===== src/rtl/pc_sequencer.sv =====
// Next-PC controller: picks the PC source and drives IF/ID, ID/EX stall/flush, HALT and a stall counter.
// Controls are combinational from state and inputs; an EX redirect seen while frozen is parked in PEND.
module pc_sequencer #(
  parameter int CNT_W = 32
) (
  input  logic             CLK,
  input  logic             nRST,
  input  logic             ihit,
  input  logic             dmem_busy,
  input  logic             lduse_haz,
  input  logic             branch_ex,
  input  logic             beq_ex,
  input  logic             zero_ex,
  input  logic             jr_ex,
  input  logic             jump_id,
  input  logic             halt_mem,
  output logic             pcenable,
  output logic [1:0]       pcsrc,
  output logic             stall_ifid,
  output logic             flush_ifid,
  output logic             flush_idex,
  output logic             halted,
  output logic [CNT_W-1:0] stall_cnt
);

  typedef enum logic [1:0] {RUN, PEND, HALT} state_t;

  state_t     state, state_nx;
  logic [1:0] pend_src, pend_nx;
  logic       taken, redir_ex, freeze;

  assign taken    = branch_ex & (beq_ex ? zero_ex : ~zero_ex);
  assign redir_ex = taken | jr_ex;
  assign freeze   = dmem_busy | ~ihit;
  assign halted   = (state == HALT);

  always_comb begin
    state_nx   = state;
    pend_nx    = pend_src;
    pcenable   = 1'b0;
    pcsrc      = 2'b00;
    stall_ifid = 1'b0;
    flush_ifid = 1'b0;
    flush_idex = 1'b0;
    case (state)
      RUN: begin
        if (halt_mem) begin
          state_nx   = HALT;
          flush_ifid = 1'b1;
          flush_idex = 1'b1;
        end else if (redir_ex) begin
          pcsrc = jr_ex ? 2'b11 : 2'b01;
          if (!freeze) begin
            pcenable   = 1'b1;
            flush_ifid = 1'b1;
            flush_idex = 1'b1;
          end else begin
            stall_ifid = 1'b1;
            pend_nx    = jr_ex ? 2'b11 : 2'b01;
            state_nx   = PEND;
          end
        end else if (lduse_haz) begin
          // hazard beats an ID jump; the jump re-presents once the bubble is in
          stall_ifid = 1'b1;
          flush_idex = 1'b1;
        end else if (jump_id && !freeze) begin
          pcenable   = 1'b1;
          pcsrc      = 2'b10;
          flush_ifid = 1'b1;
        end else begin
          pcenable   = ihit & ~dmem_busy;
          stall_ifid = freeze;
        end
      end
      PEND: begin
        pcsrc = pend_src;
        if (halt_mem) begin
          state_nx   = HALT;
          flush_ifid = 1'b1;
          flush_idex = 1'b1;
        end else if (freeze) begin
          stall_ifid = 1'b1;
        end else begin
          pcenable   = 1'b1;
          flush_ifid = 1'b1;
          flush_idex = 1'b1;
          state_nx   = RUN;
        end
      end
      HALT: begin
        stall_ifid = 1'b1;
      end
      default: state_nx = RUN;
    endcase
  end

  always_ff @(posedge CLK) begin
    if (!nRST) begin
      state     <= RUN;
      pend_src  <= 2'b00;
      stall_cnt <= '0;
    end else begin
      state    <= state_nx;
      pend_src <= pend_nx;
      if (!pcenable && state != HALT)
        stall_cnt <= stall_cnt + CNT_W'(1);
    end
  end

endmodule


===== config.mk =====
export PLATFORM = sky130hd
export DESIGN_NAME = pc_sequencer
export DESIGN_NICKNAME = d
export VERILOG_FILES = /design/src/rtl/pc_sequencer.sv
export SDC_FILE = /design/constraint.sdc
export NUM_CORES = 1
export LEC_CHECK = 0
export BUFFER_PORTS_ARGS = -buffer_cell sky130_fd_sc_hd__buf_2
export CORE_MARGIN = 2
export CORE_UTILIZATION = 47
export CTS_CLUSTER_DIAMETER = 30
export DETAILED_ROUTE_END_ITERATION = 16
export GPL_TIMING_DRIVEN = 0
export PLACE_DENSITY = 0.83
export SYNTH_ARGS = -nofsm -noshare
export SYNTH_HDL_FRONTEND = slang
export SYNTH_SLANG_ARGS = --single-unit

===== constraint.sdc =====
create_clock -name CLK -period 1.9 [get_ports CLK]
set_input_delay 0.095 -clock CLK [delete_from_list [all_inputs] [get_ports CLK]]
set_output_delay 0.095 -clock CLK [all_outputs]
set_load 0.02 [all_outputs]

; After elaboration in Yosys (flattened, before gate mapping)
; Cells that the tools add are included.
[classes]
n_bitwise = 9
addsub = 1
mux = 37
eq_ne = 6
n_reduce_logical = 7
[ops]
columns = op, n
row1 = adder 32 x 1 -> 32 bit (second input constant), 1
row2 = two-way mux 1 bit, 21
row3 = two-way mux 2 bit, 10
row4 = != test 3 bit (second input constant), 3
row5 = AND reduction 4 bit, 2
row6 = case mux 1 bit (2 select lines), 3
row7 = case mux 2 bit (3 select lines), 1
row8 = inverter 1 bit, 5
row9 = case mux 2 bit (2 select lines), 1
row10 = case mux 1 bit (3 select lines), 1
row11 = bitwise AND 1 bit, 2
row12 = == test 2 x 1 -> 1 bit (second input constant), 1
row13 = == test 2 bit (second input constant), 1
row14 = logical AND 1 bit, 2
row15 = zero test 1 bit, 2
row16 = zero test 2 bit, 1
row17 = != test 2 bit (second input constant), 1
row18 = bitwise OR 1 bit, 2
[totals]
out_inout_bits = 39
regBits = 36
inputBits = 11

; Logic depth before layout (Yosys ltp)
[depth]
depth_word = 11
ltp_mapped = 7

; Worst setup path after synthesis
; No wires, ideal clock.
[synth_path]
path_kind = register -> register
from = reg stall_cnt[14]
to = reg stall_cnt[30]
stages_incl_launch_ff = 6
path_buffers = 0
slack_ns = -0.119
t_arrival_ns = 1.949
period_less_slack_ns = 2.019
required_time_ns = 1.830
cell_sequence = dfxtp_1 > nand4_1 > or4_4 > or2_0 > or3_1 > a21oi_1
[synth_between]
elab_chain_cells = 1
[synth_lines]
columns = item, line_no
row1 = from (decl), 23  ; output logic [CNT_W-1:0] stall_cnt
row2 = from (signal assigned), 106  ; stall_cnt <= stall_cnt + CNT_W'(1);
row3 = adder 32 x 1 -> 32 bit, 106
; Every way passes these cells.
; A chain may end at the register's enable or synchronous reset.

; Worst setup path in the final report
[layout_path]
from = reg state[0]
to = reg stall_cnt[15]
[layout_between]
elab_chain_cells = 4
[layout_lines]
columns = item, line_no
row1 = from (decl), 28  ; state_t state, state_nx;
row2 = from (signal assigned), 103  ; state <= state_nx;
row3 = == test 2 x 1 -> 1 bit or zero test 2 bit (tied branches), 45  ; case (state)
row4 = case mux 1 bit (2 select lines), 45
row5 = zero test 1 bit, 105  ; if (!pcenable && state != HALT)
row6 = logical AND 1 bit *, 105
; Mark *: on every way between the ends. The rest lies on a longest branch, timed or not.

==> results.json <==
{
  "slew_viol_final": 0,
  "clock-sinks": 36,
  "period_needed_ns": 1.91,
  "antenna_cells": 0,
  "first_global_vias": 1660,
  "grt_usage_pct": 22.5,
  "via_count": 2063,
  "holdWs_ns": 0.0922,
  "fin_skew_ns": 0.00537,
  "fin_cells": 348,
  "dr.pass1.iters": 5,
  "grt-ovfl-total": 0,
  "slew_headroom_pct": 59.2,
  "maxCapViolCount": 0,
  "drtIter0Drc": 184,
  "antenna_found_initial": 0,
  "netlist_instances": 231,
  "synth_edf_count": 0,
  "crit_type": "flop to flop",
  "status": "complete, but fails checks",
  "core_um2": 3940,
  "die_height_um": 67.7,
  "synth-seq-cells": 36,
  "cts_tree": "done",
  "min_path_type": "input port to flop",
  "critPathCaptureType": "flop",
  "avgSynthCellArea_um2": 8.25,
  "dieWidth_um": 67.7,
  "fin_util_pct": 65.1,
  "die-area_um2": 4580,
  "setup_ws_ns": -0.00831,
  "hpwl_um": 3410,
  "ys.flop_type": "dfxtp_1",
  "crit_buf_inv": 0,
  "cp.required_ns": 2.12,
  "synth_seq_area_share_pct": 37.8,
  "drt-total-wl_um": 5550,
  "post_dp_cell_area_um2": 2230,
  "clk_pin_slew_ns": 0.07,
  "cpMaxStageDelayCell": "a2111o_1",
  "fmax_ghz": 0.524,
  "fin_area_um2": 2560,
  "cp_cell_sequence": "nor3b_4, a21bo_4, a2111o_1, or3_1, a21oi_2",
  "drive_gt1_share_pct": 39.3,
  "grt_setup_unrepaired": "yes",
  "grt_pass1_wl_um": 7740,
  "avgRoutedWirePerCell_um": 15.9,
  "final_nets": 310,
  "violations": "negative setup slack",
  "setup-violations-final": 2,
  "root_buffer": "clkbuf_8",
  "multi_input_area_um2": 1250,
  "gp_congestion": 0.853,
  "p_leak_uw": 0.00101,
  "ant_nets": 0,
  "synth_cell_type_count": 40,
  "clk_path_buf_depth": 2,
  "max-vdd-ir-drop_mv": 0.345,
  "max_stage_delay_ns": 0.49,
  "portBuffers": 49,
  "yosys.area.top_type": "dfxtp_1",
  "rows": 23,
  "clk_latency_ns": 0.29,
  "hold_violations": 0,
  "vias_per_cell": 5.93,
  "synthesis.nets": 243,
  "grt_max_degree": 11,
  "cts_hold_buf": 0,
  "async_flop_share_pct": 0,
  "drc": 0,
  "p_per_area_nw_per_um2": 624,
  "seqCellArea_um2": 751,
  "critPathTopFamily": "compound AO/OA/AOI/OAI gates",
  "nFillCells": 303,
  "syn-cell-area_um2": 1910,
  "netlist.area_leader.share_pct": 37.8,
  "synth.area.top_cells": "dfxtp_1 38%, a21oi_1 5.2%, xnor2_1 5.1%",
  "post-place-cells": 330,
  "numCtsBuffers": 5,
  "cp_max_fo": 6,
  "min_period_over_period_pct": 100,
  "floorplan.initialDensity_pct": 48.4,
  "num_io_pins": 50,
  "worst_ep_arrival_time_ns": 2.12,
  "ctsHtreeMaxLevel": 2,
  "syn_to_final_growth_pct": 34.5,
  "yosys_warnings": 0,
  "startpoint_type": "flop",
  "worst_pin_slew_ns": 0.612
}
[final cells by class]
type | count | share of cell area, %
multi-input cells | 180 | 48.9
flip-flops and latches | 36 | 29.3
repair buffers | 60 | 12.9
clock buffers | 7 | 3.76
well taps | 50 | 2.44
plain buffers | 10 | 2.05
inverters | 5 | 0.732
[stage by stage]
step / worst slack (ns) / total power, uW / TNS [ns]
6_report: -0.00831 / 1600 / -0.0136
5_1_grt: -0.0652 / 1660 / -0.166
3_3_place_gp: -0.153 / 994 / -2.13
2_1_floorplan: -0.0167 / 931 / -0.0469
4_1_cts: 0.000685 / 1590 / 0
3_5_place_dp: -0.204 / 996 / -2.58
[worst register-to-register path, cell delays in order (launching register included)]
cell and delay (ns):
dfxtp_4 0.37, nor3b_4 0.20, a21bo_4 0.27, a2111o_1 0.49
or3_1 0.39, a21oi_2 0.12
[layout by cell type, fill, tap and decap left out, types with 3 or more instances in the layout]
| master | Yosys | final |
|---|---|---|
| inv_1 | 5 | 5 |
| clkbuf_1 | 6 | 4 |
| dfxtp_2 | 0 | 18 |
| mux2i_1 | 6 | 6 |
| a21oi_1 | 20 | 18 |
| clkbuf_8 | 0 | 7 |
| xnor2_1 | 11 | 11 |
| buf_2 | 2 | 50 |
| dfxtp_1 | 36 | 16 |
| nand2_1 | 20 | 19 |
| nand2b_1 | 8 | 8 |
| or3_1 | 8 | 8 |
| o211ai_1 | 3 | 3 |
| o21ai_0 | 10 | 9 |
| buf_4 | 0 | 13 |
| nand4_1 | 9 | 9 |
| or4_1 | 6 | 6 |
| o31ai_1 | 4 | 4 |
| nor2_1 | 20 | 20 |
| a2111oi_2 | 2 | 7 |
| nand3_1 | 13 | 13 |
[routing by layer]
layer / up-vias / part of all wire (%) / track usage (%)
met5: - / 0 / 0
met4: 0 / 2.7 / 9.18
met3: 21 / 5.8 / 5.17
met2: 89 / 47 / 34.9
met1: 957 / 45 / 30.0
li1: 996 / - / -
[synth_stat cells, types with 3 or more instances]
cell type  instances
or4_1              6
inv_1              5
o31ai_1            4
a31oi_1            3
nor2_1            20
or3_1              8
o211ai_1           3
mux2i_1            6
a21oi_1           20
xnor2_1           11
o21ai_0           10
a2111oi_0          7
nor3_1             3
nand2b_1           8
nand3_1           13
clkbuf_1           6
and4_1             4
nand2_1           20
nand4_1            9
dfxtp_1           36
[kinds of logic (layout without fill, tap and decap cells)]
| group | after synthesis | after routing | share of synthesized area [%] |
|---|---|---|---|
| XOR/XNOR | 13 | 13 | 5.97 |
| AND/OR/NAND/NOR | 104 | 105 | 29.6 |
| buffers and inverters | 16 | 82 | 3.67 |
| adder cells (fa/ha/maj) | 1 | 1 | 0.656 |
| multiplexers | 6 | 6 | 3.15 |
| flip-flops | 36 | 36 | 37.8 |
| AO/OA/AOI/OAI | 55 | 55 | 19.2 |
[state kept, by name (all words and copies together) (netlist names)]
register   flops
stall_cnt     32
state          2
pend_src       2
[where the power goes]
part	leakage, uW	internal, uW	switching (uW)	total, uW
logic	0.000660	77.3	134	211
registers	0.000301	771	23.5	794
clock network	0.0000503	323	273	596
total	0.00101	1170	431	1600
[worst paths after layout]
path / start / end / slack, ns / cells past startpoint
worst max-delay path: state[0] / stall_cnt[15] / -0.008 / 5
worst min-delay path: halt_mem / state[1] / 0.09 / 3
worst max register to register: state[0] / stall_cnt[15] / -0.008 / 5
worst min register to register: stall_cnt[31] / stall_cnt[31] / 0.47 / 2
[repair_timing]
action / CTS / global route
gates cloned: 0 / 1
gates resized for setup: 24 / 29
setup buffers: 2 / 9
setup endpoints to repair: 25 / 23
pin swaps: 5 / 8
Power figures use the tool's default switching activity.
